## src/rtl/snake_engine.sv

```systemverilog
// Snake game-state engine: body shift register, move timing, collisions and registered pixel class for vga_wrapper.
// Optional build macro SNAKE_WRAP_EN: head wraps around the grid edges and no wall cells exist.
module snake_engine #(
   parameter int MAX_LEN     = 8,
   parameter int MOVE_FRAMES = 15,
   parameter int CELL_LOG2   = 4,
   parameter int GRID_W      = 40,
   parameter int GRID_H      = 30,
   parameter int START_X     = 20,
   parameter int START_Y     = 15
) (
   input  logic       clock_25,
   input  logic       reset,
   input  logic [9:0] X,
   input  logic [9:0] Y,
   input  logic [3:0] dir_btn,
   input  logic       start,
   output logic [1:0] color_data,
   output logic       game_enable,
   output logic       game_over,
   output logic [5:0] head_x,
   output logic [4:0] head_y
);

   typedef enum logic [1:0] {S_IDLE = 2'd0, S_RUN = 2'd1, S_OVER = 2'd2} state_t;

   localparam logic [1:0] D_UP = 2'd0, D_DOWN = 2'd1, D_LEFT = 2'd2, D_RIGHT = 2'd3;
   localparam int FW = (MOVE_FRAMES > 1) ? $clog2(MOVE_FRAMES) : 1;
`ifdef SNAKE_WRAP_EN
   localparam bit WRAP_EN = 1'b1;
`else
   localparam bit WRAP_EN = 1'b0;
`endif

   state_t        state_q, state_d;
   logic [5:0]    seg_x_q [MAX_LEN];
   logic [5:0]    seg_x_d [MAX_LEN];
   logic [4:0]    seg_y_q [MAX_LEN];
   logic [4:0]    seg_y_d [MAX_LEN];
   logic [1:0]    dir_q, dir_d, pend_q, pend_d;
   logic [FW-1:0] cnt_q, cnt_d;
   logic [1:0]    color_q, color_d;
   logic          enable_q, enable_d, over_q, over_d;

   logic          frame_tick_s, restart_s, wall_hit_s, self_hit_s;
   logic [1:0]    btn_dir_s;
   logic [5:0]    next_x_s;
   logic [4:0]    next_y_s;
   logic [9:0]    cell_x_s, cell_y_s;
   logic          hit_head_s, hit_body_s, hit_border_s, in_screen_s;

   assign frame_tick_s = (X == 10'd0) && (Y == 10'd480);
   assign color_data   = color_q;
   assign game_enable  = enable_q;
   assign game_over    = over_q;
   assign head_x       = seg_x_q[0];
   assign head_y       = seg_y_q[0];

   always_comb begin
      if (dir_btn[3])      btn_dir_s = D_UP;
      else if (dir_btn[2]) btn_dir_s = D_DOWN;
      else if (dir_btn[1]) btn_dir_s = D_LEFT;
      else                 btn_dir_s = D_RIGHT;
   end

   // Candidate head cell and its collisions, from the pending direction as registered.
   always_comb begin
      next_x_s = seg_x_q[0];
      next_y_s = seg_y_q[0];
      case (pend_q)
         D_UP: begin
            if (WRAP_EN && seg_y_q[0] == 5'd0) next_y_s = 5'(GRID_H - 1);
            else                               next_y_s = seg_y_q[0] - 5'd1;
         end
         D_DOWN: begin
            if (WRAP_EN && seg_y_q[0] == 5'(GRID_H - 1)) next_y_s = 5'd0;
            else                                         next_y_s = seg_y_q[0] + 5'd1;
         end
         D_LEFT: begin
            if (WRAP_EN && seg_x_q[0] == 6'd0) next_x_s = 6'(GRID_W - 1);
            else                               next_x_s = seg_x_q[0] - 6'd1;
         end
         default: begin
            if (WRAP_EN && seg_x_q[0] == 6'(GRID_W - 1)) next_x_s = 6'd0;
            else                                         next_x_s = seg_x_q[0] + 6'd1;
         end
      endcase
      wall_hit_s = !WRAP_EN && (next_x_s == 6'd0 || next_x_s == 6'(GRID_W - 1) ||
                                next_y_s == 5'd0 || next_y_s == 5'(GRID_H - 1));
      self_hit_s = 1'b0;
      for (int i = 0; i < MAX_LEN - 1; i++) begin
         self_hit_s = self_hit_s | ((next_x_s == seg_x_q[i]) && (next_y_s == seg_y_q[i]));
      end
   end

   // Game FSM, frame counter, body shift and direction bookkeeping.
   always_comb begin
      state_d   = state_q;
      seg_x_d   = seg_x_q;
      seg_y_d   = seg_y_q;
      dir_d     = dir_q;
      cnt_d     = cnt_q;
      restart_s = 1'b0;
      case (state_q)
         S_IDLE: begin
            if (start) begin
               state_d = S_RUN;
               cnt_d   = {FW{1'b0}};
            end else begin
               state_d = S_IDLE;
            end
         end
         S_RUN: begin
            if (frame_tick_s && cnt_q == FW'(MOVE_FRAMES - 1)) begin
               cnt_d = {FW{1'b0}};
               if (wall_hit_s || self_hit_s) begin
                  state_d = S_OVER;
               end else begin
                  for (int i = MAX_LEN - 1; i > 0; i--) begin
                     seg_x_d[i] = seg_x_q[i-1];
                     seg_y_d[i] = seg_y_q[i-1];
                  end
                  seg_x_d[0] = next_x_s;
                  seg_y_d[0] = next_y_s;
                  dir_d      = pend_q;
               end
            end else if (frame_tick_s) begin
               cnt_d = cnt_q + FW'(1);
            end else begin
               cnt_d = cnt_q;
            end
         end
         S_OVER: begin
            if (start) begin
               state_d   = S_IDLE;
               restart_s = 1'b1;
               cnt_d     = {FW{1'b0}};
               dir_d     = D_RIGHT;
               for (int i = 0; i < MAX_LEN; i++) begin
                  seg_x_d[i] = 6'(START_X - i);
                  seg_y_d[i] = 5'(START_Y);
               end
            end else begin
               state_d = S_OVER;
            end
         end
         default: state_d = S_IDLE;
      endcase
      // Reversal is judged against the direction in force after this edge, so a move cannot sneak one in.
      if (restart_s)                                        pend_d = D_RIGHT;
      else if ((|dir_btn) && (btn_dir_s != (dir_d ^ 2'b01))) pend_d = btn_dir_s;
      else                                                  pend_d = pend_q;
   end

   // Pixel classification for the raster position currently presented.
   always_comb begin
      cell_x_s     = X >> CELL_LOG2;
      cell_y_s     = Y >> CELL_LOG2;
      in_screen_s  = (X < 10'd640) && (Y < 10'd480);
      hit_head_s   = (cell_x_s == {4'd0, seg_x_q[0]}) && (cell_y_s == {5'd0, seg_y_q[0]});
      hit_body_s   = 1'b0;
      for (int i = 1; i < MAX_LEN; i++) begin
         hit_body_s = hit_body_s |
                      ((cell_x_s == {4'd0, seg_x_q[i]}) && (cell_y_s == {5'd0, seg_y_q[i]}));
      end
      hit_border_s = !WRAP_EN && (cell_x_s == 10'd0 || cell_x_s == 10'(GRID_W - 1) ||
                                  cell_y_s == 10'd0 || cell_y_s == 10'(GRID_H - 1));
      enable_d     = (state_q != S_IDLE);
      over_d       = (state_q == S_OVER);
      if (!enable_d || !in_screen_s) color_d = 2'b00;
      else if (hit_head_s)           color_d = 2'b01;
      else if (hit_body_s)           color_d = 2'b10;
      else if (hit_border_s)         color_d = 2'b11;
      else                           color_d = 2'b00;
   end

   // State and output registers.
   always_ff @(posedge clock_25 or posedge reset) begin
      if (reset) begin
         state_q  <= S_IDLE;
         dir_q    <= D_RIGHT;
         pend_q   <= D_RIGHT;
         cnt_q    <= {FW{1'b0}};
         color_q  <= 2'b00;
         enable_q <= 1'b0;
         over_q   <= 1'b0;
         for (int i = 0; i < MAX_LEN; i++) begin
            seg_x_q[i] <= 6'(START_X - i);
            seg_y_q[i] <= 5'(START_Y);
         end
      end else begin
         state_q  <= state_d;
         dir_q    <= dir_d;
         pend_q   <= pend_d;
         cnt_q    <= cnt_d;
         color_q  <= color_d;
         enable_q <= enable_d;
         over_q   <= over_d;
         seg_x_q  <= seg_x_d;
         seg_y_q  <= seg_y_d;
      end
   end

endmodule

```

## config.mk

```make
export PLATFORM = sky130hd
export DESIGN_NAME = snake_engine
export DESIGN_NICKNAME = d
export VERILOG_FILES = /design/src/rtl/snake_engine.sv
export SDC_FILE = /design/constraint.sdc
export NUM_CORES = 1
export LEC_CHECK = 0
export ABC_AREA = 0
export CELL_PAD_IN_SITES_DETAIL_PLACEMENT = 1
export CELL_PAD_IN_SITES_GLOBAL_PLACEMENT = 1
export CORE_UTILIZATION = 27
export DETAILED_ROUTE_END_ITERATION = 6
export GPL_TIMING_DRIVEN = 0
export PLACE_DENSITY = 0.51
export SLEW_MARGIN = 20
export SYNTH_ARGS = -nofsm -noshare
export SYNTH_HDL_FRONTEND = slang
export SYNTH_SLANG_ARGS = --single-unit
```

## constraint.sdc

```tcl
create_clock -name clock_25 -period 4.9 [get_ports clock_25]
set_clock_uncertainty 0.1 [all_clocks]
set_input_delay 0.735 -clock clock_25 [delete_from_list [all_inputs] [get_ports clock_25]]
set_output_delay 0.735 -clock clock_25 [all_outputs]
set_load 0.1 [all_outputs]
```

==> results of run 1 <==
[flip-flops by register name (all words and copies together) (netlist names), 4 cells and up]
register / flops
seg_y_q: 35
head_y: 5
seg_x_q: 42
head_x: 6
cnt_q: 4
[synthesized netlist by cell type, types with 8 or more instances]
cell      count  share of area (%)
xor2_1      106                 12
inv_1        21                1.0
nand4_1      12               0.99
buf_1         9               0.45
nand2_1      34                1.7
dfrtp_1      46                 15
o21ai_0      27                1.8
nor4_1       35                2.9
clkbuf_1     25                1.2
dfstp_2      56                 19
buf_2        20                1.3
nand3_1      25                1.7
nor2_1       43                2.1
a21oi_1      35                2.3
nor2b_1       9               0.74
o22a_1       38                4.4
buf_4        13                1.3
nor3_1       16                1.1
ha_1         11                1.8
xnor2_1      44                5.1
buf_6         8                1.2
a22o_1       25                2.9
[through the flow]
stage | worst slack (ns) | hold WS [ns] | setup TNS, ns
after CTS | 0.01749 | 0.4114 | 0
final | 0.1537 | 0.4257 | 0
after global placement | -1.799 | 0.3750 | -162.73
after detailed placement | -1.690 | 0.4009 | -128.94
after global routing | -0.01239 | 0.4591 | -0.01239
after floorplan | 0.5402 | 0.3448 | 0
[metal layers]
metal / wire, um / part of all wire, % / up-vias / GRT usage, %
met5: 0 / 0 / - / 0
li1: - / - / 2979 / -
met4: 450 / 1.5 / 0 / 4.700
met1: 14400 / 49 / 3250 / 30.70
met2: 13500 / 46 / 98 / 33.89
met3: 874 / 3.0 / 22 / 2.635
[cells by family (layout without fill, tap and decap cells)]
group	count (synthesis)	after routing	synth area share (%)
AND/OR/NAND/NOR	226	226	16.79
XOR/XNOR	159	159	20.00
flip-flops	102	102	34.70
AO/OA/AOI/OAI	191	191	18.66
multiplexers	7	7	1.010
adder cells (fa/ha/maj)	12	12	2.086
buffers and inverters	98	167	6.770
[what timing repair did]
item,in CTS,in global routing
resized for setup,46,27
setup buffers,14,9
setup endpoints to repair,94,87
pin swaps,9,11
[worst min-delay path by stage]
| stage | from | end | slack (ns) |
|---|---|---|---|
| floorplan | cnt_q[3] | cnt_q[3] | 0.34 |
| global route | seg_y_q[20] | seg_y_q[15] | 0.46 |
| finish | cnt_q[3] | cnt_q[3] | 0.43 |
| CTS | cnt_q[3] | cnt_q[3] | 0.41 |
| detailed placement | cnt_q[3] | cnt_q[3] | 0.40 |
| global placement | cnt_q[3] | cnt_q[3] | 0.37 |
[report_power, final]
group / total [mW] / switching (mW) / internal (mW) / leakage [nW]
sequential: 0.930 / 0.0336 / 0.896 / 1.22
combinational: 1.85 / 1.16 / 0.694 / 2.17
clock: 0.780 / 0.363 / 0.416 / 0.147
[critical path: cells and delay by family, from the launching register on]
family	cells	cell delay, ns
adder cells (fa/ha/maj)	1	0.24
AND/OR/NAND/NOR	5	0.74
XOR/XNOR	3	0.62
flip-flops	1	0.58
AO/OA/AOI/OAI	4	1.19
buffers and inverters	6	1.11
[area by class of cell]
class | instances | area (um^2) | share of cell area (%)
Multi-Input combinational cell | 595 | 4677 | 51.00
Sequential cell | 102 | 2623 | 28.59
Timing Repair Buffer | 56 | 549.3 | 5.989
Tap cell | 372 | 465.4 | 5.075
Buffer | 73 | 462.9 | 5.048
Clock buffer | 11 | 242.7 | 2.647
Inverter | 22 | 87.58 | 0.9550
Clock inverter | 5 | 63.81 | 0.6958
==> reports/results.ini, run 1 <==
[status]
status=completed

[grt]
track_usage_pct=21.32
antenna_found_initial=0
grt_pass1_vias=6566
grt-ovfl-total=0
grt_max_degree=69
grt_first_pass_wirelength_mm=44.51

[synth]
synthFlopType=dfstp_2
ys_warn_count=0
syn_nets=834
ys_seq_area_share_pct=34.70
ys_types=83
synth_edf_count=0
synth_area_um2=7558
async_flop_share_pct=100.0
postSynthAreaPerCell_um2=9.508
syn-instance-count=795
ys_ff_latch=102

[sta]
finalSetupViolations=0
slew_headroom_pct=34.68
period_minus_slack_ns=4.746
layout_worst_path_cycle_share_pct=96.86
hold_violations=0
max_freq_mhz=210.7
slew_violations=0
max_slew.worst_pin.slew_ns=0.9696

[finish]
final_cells=1236
layout_commonest_cell=xor2_1
design_area_um2=9171
final_nets=898
diodes=0
area_growth_pct=21.34
nFillCells=3162
final_cell_mix=xor2_1, dfstp_2, dfrtp_1
utilization_pct=33.75
layout-drive-gt1-share_pct=23.96

[min_path]
hold_path_depth=1
min_path_type=reg -> reg

[die]
ios=42
fp.coreArea_um2=27180
start_util_pct=27.81
die_h_um=169.3
rows=60
die_w_um=169.3
fp.dieArea_um2=28670

[routing]
drtIter0Drc=398
antenna_left=0
drc_errors=0
wl_per_cell_um=23.64
dr.pass1.iters=4
wl_mm=29.22
vias=6349
viasPerCell=5.137

[clock_tree]
clk_latency_ns=0.37
cts_made_buffers=9
root_buffer=clkbuf_16
cts_hold_buf=0
cts_tree=done
cts_htree_levels=3
clockBufferDepth=2
clkSinkCount=102
clk_pin_slew_worst_paths_ns=0.08

[flow_run]
cap_viol_max_count=0

[critical_path]
crit_fanout=10
critPathKind=reg -> reg
r2r_setup_slack_ns=0.15
crit_arrival_ns=4.89
worstPathRequired_ns=5.05
startpoint_type=flip-flop
critPathSlowestCell=dfstp_2
regToRegEndpoint=seg_x_q[11]
r2r-start=pend_q[1]
startpoint=pend_q[1]
cp_cell_sequence=buf_8 -> buf_8 -> nand2b_1 -> xnor2_1 -> ha_2 -> and2_1 -> o21a_2 -> xnor2_4 -> buf_4 -> xnor2_1 -> nor4_2 -> a32oi_2 -> buf_4 -> nand3_2 -> or2_4 -> a211o_1 -> buf_2 -> buf_6 -> a22o_1
endpoint=seg_x_q[11]
critPathMaxStageDelay_ns=0.58
endpoint_kind=flip-flop
r2r_cells=19

[power]
power.density_nw_per_um2=388.6
p_leak_nw=3.541
ir_drop_mv=0.1681
finalPower_mw=3.564

[place]
dpl.hpwl_mm=22.00
routabilityCongestion=0.9026
placedCellCount=1200
dpl_cell_area_um2=8377
io_buffer_count=32

No activity file was read; power rests on OpenSTA's default activity.
==> run 2: changes to the inputs <==
--- a/config.mk
+++ b/config.mk
@@ -10,8 +10,9 @@
 export CELL_PAD_IN_SITES_GLOBAL_PLACEMENT = 1
 export CORE_UTILIZATION = 27
 export DETAILED_ROUTE_END_ITERATION = 6
+export DONT_BUFFER_PORTS = 1
 export GPL_TIMING_DRIVEN = 0
-export PLACE_DENSITY = 0.51
+export PLACE_DENSITY = 0.48
 export SLEW_MARGIN = 20
 export SYNTH_ARGS = -nofsm -noshare
 export SYNTH_HDL_FRONTEND = slang
==> run 2 against run 1 <==
  * Global-route usage grew 0.53 points
  * Clock power fell by 6.8%
  * Sequential share of layout area is 1.2 points higher
  * Sequential power rose by 6.6%
  * First-iteration DRC count is 9.3% higher
  * Fmax increased by 1.2%
  * Via count is 1.1% higher
  * Non-clock buffer count is 31 lower
  * Highest routed layer unchanged
  * Die area stayed put
  * Routed wire length grew 3.1%
  * Register-to-register slack better by 0.06 ns
  * Largest cell class unchanged
  * Critical path type unchanged
  * Power shrank 2.5%
==> reports/results.ini, run 2 (same netlist as run 1, synthesis figures left out) <==
[clock_tree]
cts_htree_levels=3  ; unchanged
cts_made_buffers=9  ; unchanged
clk_latency_ns=0.37  ; about the same
cts_tree=done  ; unchanged
root_buffer=clkbuf_16  ; unchanged
clkSinkCount=102  ; unchanged
clk_pin_slew_worst_paths_ns=0.08  ; about the same
clockBufferDepth=2  ; unchanged

[finish]
area_growth_pct=16.45  ; was 21.34%
multi_input_area_um2=4667  ; was 4677 um^2
final_nets=867  ; was 898
final_cell_mix=xor2_1, dfstp_2, dfrtp_1  ; unchanged
layout-drive-gt1-share_pct=24.49  ; was 23.96%
largest_reg_flops=42  ; unchanged
design_area_um2=8802  ; was 9171 um^2
register_area_um2=2623  ; unchanged
diodes=0  ; unchanged
nFillCells=3138  ; was 3162
top_register=seg_x_q  ; unchanged
layout_commonest_cell=xor2_1  ; unchanged
utilization_pct=32.39  ; was 33.75%

[min_path]
min_path_type=in -> async  ; was reg -> reg

[place]
dpl_cell_area_um2=8056  ; was 8377 um^2
routabilityCongestion=0.8730  ; was 0.9026
io_buffer_count=0  ; was 32
dpl.hpwl_mm=22.74  ; was 22.00 mm

[grt]
grt_first_pass_wirelength_mm=45.93  ; was 44.51 mm
grt_pass1_vias=6910  ; was 6566
track_usage_pct=21.85  ; was 21.32%
grt_max_degree=63  ; was 69
antenna_found_initial=0  ; unchanged
grt-ovfl-total=0  ; unchanged

[sta]
hold_violations=0  ; unchanged
finalSetupViolations=0  ; unchanged
max_freq_mhz=213.2  ; was 210.7 MHz
period_minus_slack_ns=4.691  ; was 4.746 ns
layout_worst_path_cycle_share_pct=95.73  ; was 96.86%
slew_headroom_pct=34.96  ; was 34.68%
max_slew.worst_pin.slew_ns=0.9654  ; was 0.9696 ns
slew_violations=0  ; unchanged
tns_ns=0  ; unchanged

[die]
fp.coreArea_um2=27180  ; unchanged
die_h_um=169.3  ; unchanged
ios=42  ; unchanged
start_util_pct=27.81  ; unchanged
fp.dieArea_um2=28670  ; unchanged
rows=60  ; unchanged
die_w_um=169.3  ; unchanged

[critical_path]
crit_fanout=10  ; unchanged
crit_arrival_ns=4.87  ; was 4.89 ns
regToRegEndpoint=head_y[0]  ; was seg_x_q[11]
r2r_setup_slack_ns=0.21  ; was 0.15 ns
cp_cell_sequence=buf_6 -> buf_6 -> nand2b_1 -> xnor2_2 -> ha_4 -> and4_1 -> a22oi_2 -> buf_4 -> o211ai_1 -> nor4_2 -> buf_4 -> nand2_1 -> a32oi_2 -> buf_4 -> a311oi_2 -> and4_4 -> buf_4 -> nand2_1 -> a21oi_2 -> a31oi_1  ; was buf_8 -> buf_8 -> nand2b_1 -> xnor2_1 -> ha_2 -> and2_1 -> o21a_2 -> xnor2_4 -> buf_4 -> xnor2_1 -> nor4_2 -> a32oi_2 -> buf_4 -> nand3_2 -> or2_4 -> a211o_1 -> buf_2 -> buf_6 -> a22o_1
startpoint=pend_q[1]  ; unchanged
startpoint_type=flip-flop  ; unchanged
endpoint_kind=flip-flop  ; unchanged
critPathKind=reg -> reg  ; unchanged
critPathSlowestCell=dfstp_2  ; unchanged
cpMostUsedCell=buf_4
r2r-start=pend_q[1]  ; unchanged
worstPathRequired_ns=5.08  ; was 5.05 ns
r2r_cells=20  ; was 19
critPathMaxStageDelay_ns=0.56  ; was 0.58 ns

[power]
finalPower_mw=3.476  ; was 3.564 mW
power.density_nw_per_um2=394.9  ; was 388.6 nW/um^2
p_leak_nw=3.383  ; was 3.541 nW
ir_drop_mv=0.2190  ; was 0.1681 mV

[routing]
met2_length_mm=14.17  ; was 13.50 mm
viasPerCell=5.329  ; was 5.137
wl_per_cell_um=24.99  ; was 23.64 um
drtIter0Drc=435  ; was 398
met3WireLength_um=935  ; was 874 um
dr.pass1.iters=7  ; was 4
m1WireLength_mm=14.49  ; was 14.40 mm
drc_errors=0  ; unchanged
wl_mm=30.11  ; was 29.22 mm
antenna_left=0  ; unchanged
vias=6421  ; was 6349
top_layer_used=met4  ; unchanged

[status]
status=completed  ; unchanged

[flow_run]
cap_viol_max_count=0  ; unchanged

## run 2: metrics by stage
stage	hold WS, ns	std cells	worst slack [ns]
after global routing	0.1630	1205	-0.03919
after floorplan	0.3448	795	0.5402
after CTS	0.1482	1196	0.01555
after global placement	0.3629	1167	-1.104
after detailed placement	0.3772	1168	-1.192
final	0.1432	1205	0.2090
## run 2: cell type report
| type | count | share of cell area, % |
|---|---|---|
| Clock buffer | 10 | 2.601 |
| Buffer | 73 | 5.174 |
| Multi-Input combinational cell | 595 | 53.02 |
| Inverter | 22 | 0.9950 |
| Sequential cell | 102 | 29.79 |
| Timing Repair Buffer | 25 | 2.502 |
| Clock inverter | 6 | 0.6254 |
| Tap cell | 372 | 5.288 |
## run 2: worst max-delay path by stage
stage / slack (ns) / end
2_1_floorplan: 0.54 / pend_q[1]
3_3_place_gp: -1.10 / head_x[4]
3_5_place_dp: -1.19 / head_x[4]
4_1_cts: 0.02 / head_y[0]
5_1_grt: -0.04 / pend_q[0]
6_report: 0.21 / head_y[0]
## run 2: critical path, delay by kind of cell (launching register included)
family	cells	cell delay [ns]
compound gates	6	1.25
xor+xnor	1	0.21
fa+ha+maj	1	0.21
buf+inv	6	1.15
flops	1	0.56
simple gates	6	1.09
## run 2: routing by layer
layer  up-vias  global-route usage, %
met4         0                  5.836
met1      3353                  30.54
met5         -                      0
li1       2914                      -
met3        25                  2.472
met2       129                  35.59
## run 2: report_power, final
part           switching, mW  leakage (nW)  total, mW  internal (mW)
logic                   1.09          2.02       1.76          0.663
clock network          0.373         0.136      0.727          0.354
registers             0.0964          1.22      0.991          0.895
## run 2: repair_timing
item | 4_1_cts | 5_1_grt
gates resized for setup | 47 | 19
endpoints found under the setup margin | 94 | 90
hold buffers | 0 | 0
pin swaps | 8 | 10
endpoints found under the hold margin | 0 | 0
cloned | 1 | 0
buffers inserted | 13 | 10
==> run 3: changes to the inputs <==
--- a/config.mk
+++ b/config.mk
@@ -6,9 +6,11 @@
 export NUM_CORES = 1
 export LEC_CHECK = 0
 export ABC_AREA = 0
+export CAP_MARGIN = 20
 export CELL_PAD_IN_SITES_DETAIL_PLACEMENT = 1
 export CELL_PAD_IN_SITES_GLOBAL_PLACEMENT = 1
 export CORE_UTILIZATION = 27
+export CTS_CLUSTER_SIZE = 20
 export DETAILED_ROUTE_END_ITERATION = 6
 export DONT_BUFFER_PORTS = 1
 export GPL_TIMING_DRIVEN = 0
==> results of run 3 <==
Final layout, timing and power as in run 2 (identical DEF).
